$ cat src/rtl/rover_drive_ctrl.sv
// N-channel H-bridge drive: PWM, slew ramp, dead-time reversal, fault retry.
// Optional RDC_BRAKE_EN: dynamic brake (h_in = 11) when idle or faulted.
module rover_drive_ctrl #(
  parameter int CH           = 2,
  parameter int SPEED_W      = 3,
  parameter int PWM_W        = 8,
  parameter int RAMP_DIV     = 1024,
  parameter int DEADTIME     = 256,
  parameter int RETRY_CYCLES = 65536,
  parameter int MAX_RETRY    = 3
) (
  input  logic                  clock,
  input  logic                  reset_n,
  input  logic [CH*SPEED_W-1:0] cmd_speed,
  input  logic [CH-1:0]         cmd_dir,
  input  logic                  cmd_valid,
  input  logic [CH-1:0]         sens,
  input  logic                  fault_clear,
  output logic [CH-1:0]         pwm_en,
  output logic [2*CH-1:0]       h_in,
  output logic [CH*SPEED_W-1:0] cur_speed,
  output logic [CH-1:0]         fault,
  output logic [CH-1:0]         latched
);

  localparam int RW = (RAMP_DIV > 1) ? $clog2(RAMP_DIV) : 1;
  localparam int DW = (DEADTIME > 0) ? $clog2(DEADTIME + 1) : 1;
  localparam int TW = (RETRY_CYCLES > 0) ? $clog2(RETRY_CYCLES + 1) : 1;
  localparam int FW = (MAX_RETRY > 0) ? $clog2(MAX_RETRY + 1) : 1;
  localparam logic [SPEED_W-1:0] FULL = '1;

  typedef enum logic [1:0] {RUN, DEAD, FAULT, LATCH} state_t;

  logic [PWM_W-1:0] pwm_cnt;
  logic [PWM_W-1:0] pwm_nx;
  logic [RW-1:0]    ramp_cnt;
  logic             tick;

  assign pwm_nx = pwm_cnt + PWM_W'(1);
  assign tick   = (ramp_cnt == RW'(RAMP_DIV - 1));

  always_ff @(posedge clock) begin
    if (!reset_n) begin
      pwm_cnt  <= '0;
      ramp_cnt <= '0;
    end else begin
      pwm_cnt  <= pwm_nx;
      ramp_cnt <= tick ? '0 : ramp_cnt + RW'(1);
    end
  end

  for (genvar k = 0; k < CH; k++) begin : g_ch
    state_t             st, st_nx;
    logic [SPEED_W-1:0] spd, spd_nx, tspd;
    logic               dir, dir_nx, tdir;
    logic [DW-1:0]      dcnt, dcnt_nx;
    logic [TW-1:0]      rcnt, rcnt_nx;
    logic [FW-1:0]      fcnt, fcnt_nx, fbase, finc;
    logic               s1, s2;
    logic [PWM_W-1:0]   duty;
    logic               pwm_d, pwm_q;
    logic [1:0]         h_d, h_q;
    logic               flt_q, lat_q;

    always_comb begin
      st_nx   = st;
      spd_nx  = spd;
      dir_nx  = dir;
      dcnt_nx = dcnt;
      rcnt_nx = rcnt;
      fbase   = fault_clear ? '0 : fcnt;
      finc    = (fbase == FW'(MAX_RETRY)) ? fbase : fbase + FW'(1);
      fcnt_nx = fbase;
      unique case (st)
        RUN, DEAD: begin
          if (s2) begin
            spd_nx  = '0;
            fcnt_nx = finc;
            if (finc == FW'(MAX_RETRY)) begin
              st_nx = LATCH;
            end else begin
              st_nx   = FAULT;
              rcnt_nx = TW'(RETRY_CYCLES);
            end
          end else if (st == DEAD) begin
            if (dcnt <= DW'(1)) begin
              dir_nx = tdir;
              st_nx  = RUN;
            end else begin
              dcnt_nx = dcnt - DW'(1);
            end
          end else if (tdir != dir) begin
            // coast down to zero before the bridge may reverse
            if (spd == '0) begin
              st_nx   = DEAD;
              dcnt_nx = DW'(DEADTIME);
            end else if (tick) begin
              spd_nx = spd - SPEED_W'(1);
            end
          end else if (tick) begin
            if (tspd > spd) spd_nx = spd + SPEED_W'(1);
            else if (tspd < spd) spd_nx = spd - SPEED_W'(1);
          end
        end
        FAULT: begin
          if (rcnt <= TW'(1)) begin
            if (s2) begin
              rcnt_nx = TW'(RETRY_CYCLES);
            end else begin
              st_nx  = RUN;
              dir_nx = tdir;
            end
          end else begin
            rcnt_nx = rcnt - TW'(1);
          end
        end
        LATCH: begin
          if (fault_clear) begin
            st_nx  = RUN;
            dir_nx = tdir;
          end
        end
        default: st_nx = RUN;
      endcase
    end

    always_comb begin
      duty  = PWM_W'(spd_nx) << (PWM_W - SPEED_W);
      pwm_d = 1'b0;
      h_d   = 2'b00;
      if (st_nx == RUN) begin
        if (spd_nx != '0) begin
          pwm_d = (spd_nx == FULL) || (pwm_nx < duty);
          h_d   = dir_nx ? 2'b01 : 2'b10;
        end
`ifdef RDC_BRAKE_EN
        else begin
          pwm_d = 1'b1;
          h_d   = 2'b11;
        end
`endif
      end
`ifdef RDC_BRAKE_EN
      if (st_nx == FAULT || st_nx == LATCH) h_d = 2'b11;
`endif
    end

    always_ff @(posedge clock) begin
      if (!reset_n) begin
        st    <= RUN;
        spd   <= '0;
        dir   <= 1'b1;
        tspd  <= '0;
        tdir  <= 1'b1;
        dcnt  <= '0;
        rcnt  <= '0;
        fcnt  <= '0;
        s1    <= 1'b0;
        s2    <= 1'b0;
        pwm_q <= 1'b0;
        h_q   <= 2'b00;
        flt_q <= 1'b0;
        lat_q <= 1'b0;
      end else begin
        st    <= st_nx;
        spd   <= spd_nx;
        dir   <= dir_nx;
        dcnt  <= dcnt_nx;
        rcnt  <= rcnt_nx;
        fcnt  <= fcnt_nx;
        s1    <= sens[k];
        s2    <= s1;
        pwm_q <= pwm_d;
        h_q   <= h_d;
        flt_q <= (st_nx == FAULT) || (st_nx == LATCH);
        lat_q <= (st_nx == LATCH);
        if (cmd_valid) begin
          tspd <= cmd_speed[k*SPEED_W +: SPEED_W];
          tdir <= cmd_dir[k];
        end
      end
    end

    assign pwm_en[k]                     = pwm_q;
    assign h_in[2*k +: 2]                = h_q;
    assign cur_speed[k*SPEED_W +: SPEED_W] = spd;
    assign fault[k]                      = flt_q;
    assign latched[k]                    = lat_q;
  end

endmodule

$ cat config.mk
export PLATFORM = sky130hd
export DESIGN_NAME = rover_drive_ctrl
export DESIGN_NICKNAME = d
export VERILOG_FILES = /design/src/rtl/rover_drive_ctrl.sv
export SDC_FILE = /design/constraint.sdc
export NUM_CORES = 1
export LEC_CHECK = 0
export CORE_MARGIN = 2
export CORE_UTILIZATION = 40
export CTS_CLUSTER_DIAMETER = 120
export DETAILED_ROUTE_END_ITERATION = 6
export PLACE_DENSITY = 0.59
export SLEW_MARGIN = 20
export SYNTH_ARGS = -nofsm -noshare
export SYNTH_HDL_FRONTEND = slang
export SYNTH_SLANG_ARGS = --single-unit
$ cat constraint.sdc
create_clock -name clock -period 3.2 [get_ports clock]
set_clock_uncertainty 0.2 [all_clocks]
set_input_delay 0.8 -clock clock [delete_from_list [all_inputs] [get_ports clock]]
set_output_delay 0.8 -clock clock [all_outputs]
set_load 0.1 [all_outputs]
After elaboration in Yosys (flattened, before gate mapping)
Cells that the tools add are included.
{"block": "totals", "word_cells": 189, "out_inout_bits": 16, "register_bits": 108, "in_bits": 14}
{"block": "classes", "addsub": 12, "n_reduce_logical": 27, "mux": 80, "bitwise_logic": 3, "n_eq_ne": 27, "magnitude_cmp": 10}
{"cell": "two-way mux 17 bit", "count": 8}
{"cell": "two-way mux 9 bit", "count": 8}
{"cell": "case mux 17 bit (2 select lines)", "count": 2}
{"cell": "two-way mux 3 bit", "count": 18}
{"cell": "two-way mux 2 bit", "count": 26}
{"cell": "less-or-equal comparator 17 x 1 -> 1 bit (second input constant)", "count": 2}
{"cell": "subtractor 17 x 1 -> 17 bit (second input constant)", "count": 2}
{"cell": "equality test 2 bit (second input constant)", "count": 12}
{"cell": "less-or-equal comparator 9 x 1 -> 1 bit (second input constant)", "count": 2}
{"cell": "subtractor 9 x 1 -> 9 bit (second input constant)", "count": 2}
{"cell": "less-than comparator 8 bit", "count": 2}
{"cell": "two-way mux 1 bit", "count": 14}
{"cell": "inequality test 2 bit (second input constant)", "count": 6}
{"cell": "case mux 2 bit (3 select lines)", "count": 2}
{"cell": "nonzero test 2 bit", "count": 6}
{"cell": "adder 10 x 1 -> 10 bit (second input constant)", "count": 1}
{"cell": "equality test 10 bit (second input constant)", "count": 1}
{"cell": "AND reduction 5 bit", "count": 2}
{"cell": "adder 8 x 1 -> 8 bit (second input constant)", "count": 1}
{"cell": "logical NOT 2 bit", "count": 4}
{"cell": "AND reduction 4 bit", "count": 2}
{"cell": "adder 3 x 1 -> 3 bit (second input constant)", "count": 2}
{"cell": "equality test 3 bit (second input constant)", "count": 2}
{"cell": "> comparator 3 bit", "count": 2}
{"cell": "other kinds (13)", "count": 30}

Longest topological paths before layout
{"block": "depth", "word_depth": 10, "ltp_mapped": 15, "depth_no_buf": 15}

Worst setup path before layout
Ideal clock, no wire load.
{"block": "synth_timing", "kind": "register to register", "start": "register g_ch[0].spd[1]", "end": "register g_ch[0].pwm_q", "setup_time_ns": 0.096, "n_path_buf": 0, "synth_period_minus_slack_ns": 4.162, "required_ns": 2.904, "slack_ns": -0.962, "arrival_ns": 3.865, "stages_incl_launch_ff": 16, "path_cell_list": "dfxtp_1 inv_1 ha_1 nor2b_1 o21a_1 o21ai_0 and3_1 o21ai_0 a32oi_1 ha_1 o21a_1 nor2_1 a21oi_1 a311oi_1 a22oi_1 a221oi_1"}
{"block": "synth_between", "elab_chain_cells": 10, "elab_cells_between_ends": 25, "cone_classes": "2 x add/sub; 3 x order compare; 1 x eq/ne; 14 x mux; 5 x reduce/logical"}
{"item": "from (decl)", "line_no": "54", "text": "logic [SPEED_W-1:0] spd, spd_nx, tspd;"}
{"item": "from (signal assigned)", "line_no": "166", "text": "spd <= spd_nx;"}
{"item": "subtractor 3 x 1 -> 3 bit or less-than comparator 3 bit (tied branches)", "line_no": "98, 102"}
{"item": "two-way mux 3 bit", "line_no": "102", "text": "else if (tspd < spd) spd_nx = spd - SPEED_W'(1);"}
{"item": "two-way mux 3 bit", "line_no": "101", "text": "if (tspd > spd) spd_nx = spd + SPEED_W'(1);"}
{"item": "two-way mux 3 bit", "line_no": "100", "text": "end else if (tick) begin"}
{"item": "two-way mux 3 bit", "line_no": "92", "text": "end else if (tdir != dir) begin"}
{"item": "two-way mux 3 bit", "line_no": "85", "text": "end else if (st == DEAD) begin"}
{"item": "two-way mux 3 bit", "line_no": "76", "text": "if (s2) begin"}
{"item": "two-way mux 3 bit", "line_no": "74", "text": "unique case (st)"}
{"item": "less-than comparator 8 bit (tied with other cells)", "line_no": "133", "text": "pwm_d = (spd_nx == FULL) || (pwm_nx < duty);"}
{"item": "logical OR 1 bit or AND reduction 3 bit (tied branches)"}
{"item": "to (signal assigned)", "line_no": "173", "text": "pwm_q <= pwm_d;"}
{"item": "to (decl)", "line_no": "61", "text": "logic pwm_d, pwm_q;"}
Several ways; a longest one is shown, not always the timed one.
A chain may end at the register's enable or synchronous reset.

Final worst setup path
Same ends and word-level chain as after synthesis.

==> results.md <==
- Status: finished, violations left
- Violated checks: negative setup slack
- Final ANT Viol Nets: 0
- Post-DP HPWL: 8.39 mm
- Post-route worst hold slack: about 240 ps
- Largest net degree at the start of global routing: 19
- Leftover overflow at the end of global routing: 0
- Worst max-slew margin expressed relative to the limit: between 50 and 60%
- Leakage component of the power: roughly 2.5 nW
- Switch share: a little under two fifths
- Summed area of non-filler cells in the final layout: about 6300 um2
- Starting Density: between 40 and 50%
- Crit path time final: ~3200 ps
- Final setup violation count: 1
- Hold buffer count at CTS: 0
- Count of cells along the worst register-to-register path: 16
- Classification of the worst setup path: register to register
- Cell internal power dissipation: around 3.1 mW
- Ratio of cells with drive above 1 in the final layout: a little over an eighth
- Fin worst setup slack: -19.3 ps
- FF-to-FF Start: g_ch[0].spd[1]
- Proportion of power drawn by the clock network: about a quarter
- Total of flip-flops plus latches after synthesis: ~110
- Area enclosed by the die boundary: approximately 14000 um2
- Multi-input combinational cell area: roughly 3100 um2
- Clock transition at the registers of the reported paths: around 70 ps
- Prevailing post-synth register cell: sky130_fd_sc_hd__dfxtp_1
- Input/output buffers: 29
- Cell at the root of the clock tree: sky130_fd_sc_hd__clkbuf_16
- Hold Violations, Final: 0
- Boundary pin count: 30
- Area of placed instances: slightly below 6000 um2
- Pwr per Cell Area: 778 nW/um2
- Register area share after synthesis: 40.2%
- WP data required: 3270 ps
- Overall fraction of global-route tracks in use: between 10% and 20%
- Routability cong.: about 0.93
- Unique cell type count in the Yosys netlist: 64
- Unrepaired setup endpoints after global routing: yes
- Part of the power in registers: a little under two fifths
- Area growth from synthesis to layout: 17.5%
- Post-Syn Instances: roughly 620
- Core Region: about 13000 um2
- Post-synthesis instance area: ~5400 um2
- Synth warnings: 0
- Average instance area after synthesis: roughly 8.6 um2
- Final cycle utilization of the critical path: 101%
- Placed insts: a little over 800
- Number of diodes added for antenna fixing: 0
- Nature of the critical path startpoint: register
- Nature of the critical path endpoint: register
- Vertical die dimension: 120 um
- Max cap viols: 0
- Number of rows in the core area: between 40 and 50
- CTS Sinks: between 100 and 150
- Arrival time of data at the critical path endpoint: around 3300 ps
- Capture instance of the worst register-to-register path: g_ch[0].pwm_q
- Count of pins over their slew limit: 0
- Mean number of vias per cell: slightly above 5
- CTS tree: done
- Worst IR drop on VDD: 0.000414 V
- Placement Setup Slack: -22.7 ps
- Slew at the pin with the worst max-slew slack: between 600 and 700 ps
- Buffer levels on the longest clock path: 2
- Clock buffer count from CTS: 9
- X dimension of the die: around 120 um
- Minimum setup slack among reg-to-reg paths: -20 ps
- Vias in the first global route: between 4000 and 5000
- Comb power frac: a little under two fifths
- Origin of the worst min-delay path: g_ch[0].s1
- CTS HTree Levels: 3
- Layout net count: between 700 and 800
- # DRC: 0
- Launching instance or port of the critical path: g_ch[0].spd[1]
- Total wire length after detailed routing: 11.5 mm
- DR iter-0 viols: 200
- Initial antenna violation count: 0
- Post-Layout Cell Count: ~850
- Number of inserted filler cells in the final layout: between 1000 and 1500
- Capture point of the critical path: g_ch[0].pwm_q
- Clock latency on the worst-skew pair: approximately 350 ps
- Number of nets produced by synthesis: roughly 660
- Number of enable flip-flop cells after synthesis: 0
- Sw power: about 1.8 mW
- Total via count after detailed routing: 4367
- Post-synthesis async set-or-reset flop share: 0%
- Crit Path Max Fanout: 3
- First drt pass iteration count: 4
- Sequential cell area in the final layout: ~2200 um2
- Routed length per instance: between 10 and 15 um
- Hold Path Class: register to register
- Wire length of the first global-routing pass: between 15 and 20 mm
- Highest attainable clock frequency: slightly above 0.3 GHz
- Total negative slack for setup checks: -19.3 ps
## what timing repair did
item | 4_1_cts | 5_1_grt
setup buffers | 3 | 1
resized for setup | 2 | 9
gates cloned | 0 | 0
endpoints found under the setup margin | 1 | 2
pin swaps | 8 | 11
## registers in the layout, summed over array words and instances, names as in the netlist, 4 cells and up
register,cells
g_ch.dcnt,18
g_ch.fcnt,4
g_ch.h_q,4
g_ch.rcnt,34
g_ch.spd,6
g_ch.st,4
g_ch.tspd,6
pwm_cnt,8
ramp_cnt,10
## layout make-up
type,count,share of cell area (%)
multi-input cells,464,48.5
flip-flops and latches,108,34.5
repair buffers,50,6.46
clock buffers,11,3.84
well taps,176,3.49
inverters,32,1.94
clock inverters,5,1.33
## worst min-delay path by stage
stage,to,slack (ps),cells past startpoint
final,g_ch[0].s2,240,1
after global routing,g_ch[1].s2,250,1
after CTS,g_ch[1].s2,240,1
after detailed placement,g_ch[0].s2,220,1
after global placement,g_ch[1].s2,220,1
after floorplan,g_ch[0].s2,210,1
## Yosys cell counts (3+ instances only)
cell type / n / share of area, %
sky130_fd_sc_hd__a211o_1: 3 / 0.49
sky130_fd_sc_hd__a211oi_1: 7 / 0.98
sky130_fd_sc_hd__a21o_1: 7 / 0.98
sky130_fd_sc_hd__a21oi_1: 26 / 2.4
sky130_fd_sc_hd__a22oi_1: 3 / 0.42
sky130_fd_sc_hd__a31oi_1: 5 / 0.58
sky130_fd_sc_hd__and2_1: 10 / 1.2
sky130_fd_sc_hd__and3_1: 7 / 0.81
sky130_fd_sc_hd__and4_1: 3 / 0.49
sky130_fd_sc_hd__buf_4: 7 / 0.98
sky130_fd_sc_hd__clkbuf_1: 8 / 0.56
sky130_fd_sc_hd__dfxtp_1: 108 / 40
sky130_fd_sc_hd__ha_1: 26 / 6.1
sky130_fd_sc_hd__inv_1: 32 / 2.2
sky130_fd_sc_hd__mux2i_1: 13 / 2.4
sky130_fd_sc_hd__nand2_1: 44 / 3.1
sky130_fd_sc_hd__nand2b_1: 6 / 0.70
sky130_fd_sc_hd__nand3_1: 24 / 2.2
sky130_fd_sc_hd__nand3b_1: 5 / 0.70
sky130_fd_sc_hd__nand4_1: 12 / 1.4
sky130_fd_sc_hd__nor2_1: 106 / 7.4
sky130_fd_sc_hd__nor2b_1: 4 / 0.47
sky130_fd_sc_hd__nor3_1: 20 / 1.9
sky130_fd_sc_hd__nor4_1: 5 / 0.58
sky130_fd_sc_hd__o21a_1: 4 / 0.56
sky130_fd_sc_hd__o21ai_0: 14 / 1.3
sky130_fd_sc_hd__o31ai_1: 4 / 0.56
sky130_fd_sc_hd__or3_1: 7 / 0.81
sky130_fd_sc_hd__or4_1: 5 / 0.70
sky130_fd_sc_hd__xnor2_1: 16 / 2.6
sky130_fd_sc_hd__xor2_1: 37 / 6.0
## worst max-delay path: stages, from the launching register on
cell and delay [ps]:
sky130_fd_sc_hd__dfxtp_4 360, sky130_fd_sc_hd__inv_4 40, sky130_fd_sc_hd__ha_4 230, sky130_fd_sc_hd__nor2b_4 120
sky130_fd_sc_hd__o21a_1 210, sky130_fd_sc_hd__o21ai_2 210, sky130_fd_sc_hd__nor3b_2 80, sky130_fd_sc_hd__buf_4 140
sky130_fd_sc_hd__a211oi_2 170, sky130_fd_sc_hd__a32oi_2 100, sky130_fd_sc_hd__ha_1 330, sky130_fd_sc_hd__o21a_1 180
sky130_fd_sc_hd__nor2_2 140, sky130_fd_sc_hd__a21oi_2 60, sky130_fd_sc_hd__a311oi_2 200, sky130_fd_sc_hd__a22oi_1 120
sky130_fd_sc_hd__a221oi_2 230
## cells in the final DEF (no fill, tap or decap), types with 4 or more instances in the layout
cell type                         count
sky130_fd_sc_hd__o21ai_0             12
sky130_fd_sc_hd__a211oi_1             5
sky130_fd_sc_hd__and3_1               7
sky130_fd_sc_hd__nand2_1             43
sky130_fd_sc_hd__or3_1                7
sky130_fd_sc_hd__mux2i_1             13
sky130_fd_sc_hd__nand3b_1             5
sky130_fd_sc_hd__o31ai_1              4
sky130_fd_sc_hd__dfxtp_1            102
sky130_fd_sc_hd__nand3_1             24
sky130_fd_sc_hd__a21oi_1             25
sky130_fd_sc_hd__and2_1              10
sky130_fd_sc_hd__nand2b_1             6
sky130_fd_sc_hd__a21o_1               7
sky130_fd_sc_hd__inv_1               31
sky130_fd_sc_hd__ha_1                25
sky130_fd_sc_hd__buf_4               37
sky130_fd_sc_hd__xor2_1              37
sky130_fd_sc_hd__nand4_1             12
sky130_fd_sc_hd__o21a_1               4
sky130_fd_sc_hd__nor4_1               5
sky130_fd_sc_hd__clkbuf_16            9
sky130_fd_sc_hd__clkdlybuf4s50_1     13
sky130_fd_sc_hd__nor3_1              19
sky130_fd_sc_hd__xnor2_1             16
sky130_fd_sc_hd__nor2_1             105
sky130_fd_sc_hd__a31oi_1              4
sky130_fd_sc_hd__or4_1                5
## metal layers
metal | up-vias | global-route usage (%) | wire, um
li1 | 2255 | - | -
met1 | 2046 | 21.3 | 5440
met2 | 47 | 28.3 | 5480
met3 | 19 | 4.37 | 328
met4 | 0 | 5.66 | 214
met5 | - | 0 | 0
## power by group through the flow
stage / clock network [mW] / logic, mW / registers (mW)
after floorplan: 0 / 1.51 / 1.82
after global placement: 0 / 1.80 / 1.87
after detailed placement: 0 / 1.84 / 1.89
after CTS: 1.25 / 1.85 / 1.86
after global routing: 1.30 / 2.10 / 1.90
final: 1.21 / 1.85 / 1.86
## metrics by stage
stage | util, % | power [mW]
finish | 47.9 | 4.91
global route | 47.9 | 5.30
CTS | 47.5 | 4.96
detailed placement | 44.8 | 3.72
global placement | 44.8 | 3.68
floorplan | - | 3.33
## kinds of logic after synthesis
group	after synthesis	share of synthesized area, %
compound gates	101	13.7
buf+inv	51	4.35
simple gates	271	24.7
mux	13	2.42
flops	108	40.2
xor+xnor	53	8.64
fa+ha+maj	26	6.05
Note: power is estimated with default switching activity, not from simulation.
==> RTL change (config.mk and constraints unchanged) <==
Build with the macro `RDC_BRAKE_EN` defined.
--- a/src/rtl/rover_drive_ctrl.sv
+++ b/src/rtl/rover_drive_ctrl.sv
@@ -2,2 +2,4 @@
 // Optional RDC_BRAKE_EN: dynamic brake (h_in = 11) when idle or faulted.
+`define RDC_BRAKE_EN
+
 module rover_drive_ctrl #(
Check against the original RTL: not equivalent (a bounded check fails within 4 cycles, from zero or initial values and one cycle with reset_n low).
==> RTL change against the unedited design <==
Sequential share of layout area increased by 0.65 points; cell area decreased by 1.7%; global-route usage decreased by 0.85 points; synthesized area increased by 0.16%; sequential cell count unchanged; largest cell class unchanged; die area increased by 0.16%; total power decreased by 17%; first-iteration DRC count decreased by 4.0%; setup slack improved by 130 ps; wire length decreased by 4.3%; largest power group unchanged; clock power decreased by 9%.
==> RTL change: results <==
[status]
outcome = "finished clean"

[timing]
relSlewSlack_pct = 55.76

[synth]
synth_area_leaders = "dfxtp_1, nor2_1, ha_1, xnor2_1, xor2_1"
synthAdderAreaFrac_pct = 6.042
synth-compound-area-share_pct = 14.83
syn_area_per_cell_um2 = 8.783
synth_xor_area_share_pct = 8.134
ys_seq_area_share_pct = 40.16
synth_cell_types = 69
syn_nets = 653
synth_mux_area_share_pct = 2.417
synth_common_cells = "dfxtp_1, nor2_1, inv_1"

[cts]
clk_path_buf_depth = 2
cts_resized = 0
cts_setup_buffers = 0

[setup_path]
cp.arrival_ps = 3160
ff2ff_path_depth = 13
reg2reg_slack_ps = 110
crit_fanout = 4
critPathLaunch = "g_ch[1].spd[1]"
worst_r2r_endpoint = "g_ch[1].pwm_q"

[layout]
n_fill_cell = 1276
num-nets-final = 683
drive_gt1_share_pct = 13.12

[power_and_ir_drop]
internal-power_mw = 2.691
irDropWorstVdd_uv = 411.0

[global_routing]
grt_pass1_vias = 4128
track_usage_pct = 16.10
grt_max_degree = 30
grt_pass1_wl_um = 18960

[hold_path]
hold_path_end = "g_ch[1].s2"

[drt]
num_vias = 4241
drt-initial-drc-count = 192
routedWlPerCell_um = 13.31
wl_um = 10970

[place]
placed_cells = 808
gp_congestion = 0.7606
RTL change: cell count changes after synthesis, moves of 7 or more:
cell,unedited run,this run
o21ai_0,14,22
inv_1,32,40
a21o_1,7,0
nand2_1,44,27
xnor2_1,16,32
xor2_1,37,18
RTL change: metrics by stage:
stage	hold WS (ps)	cell area, um^2	setup slack, ps	setup TNS, ps
5_1_grt	257.6	6205	-36.27	-36.27
3_3_place_gp	225.3	5863	126.2	0
2_1_floorplan	211.9	5408	10.14	0
3_5_place_dp	231.3	5863	51.57	0
4_1_cts	245.3	6165	23.15	0
6_report	239.3	6205	109.8	0
RTL change: area by class of cell:
| class | count | area [um^2] | area share, % |
|---|---|---|---|
| multi-input combinational | 442 | 3005 | 48.44 |
| tap | 176 | 220.2 | 3.549 |
| inverter | 40 | 150.1 | 2.420 |
| timing repair buffer | 42 | 347.8 | 5.606 |
| sequential | 108 | 2180 | 35.13 |
| clock buffer | 16 | 301.5 | 4.860 |
RTL change: metal layers:
layer	wire (um)	track usage [%]	part of all wire (%)	vias up
li1	-	-	-	2194
met1	5243	19.78	48	1997
met2	5240	27.17	48	37
met3	298	4.610	2.7	13
met4	186	5.074	1.7	0
met5	0	0	0	-
RTL change: cell families (layout without fill, tap and decap cells):
logic type / count (synthesis) / after routing
AND/OR/NAND/NOR: 246 / 246
XOR/XNOR: 50 / 50
flip-flops: 108 / 108
multiplexers: 13 / 13
adder cells (fa/ha/maj): 26 / 26
buffers and inverters: 63 / 98
AO/OA/AOI/OAI: 107 / 107
RTL change: power by group through the flow:
stage	combinational (mW)	clock (mW)	sequential, mW
2_1_floorplan	1.02	0	1.74
4_1_cts	1.30	1.15	1.69
6_report	1.29	1.10	1.69
5_1_grt	1.44	1.20	1.72
3_5_place_dp	1.29	0	1.71
3_3_place_gp	1.26	0	1.70
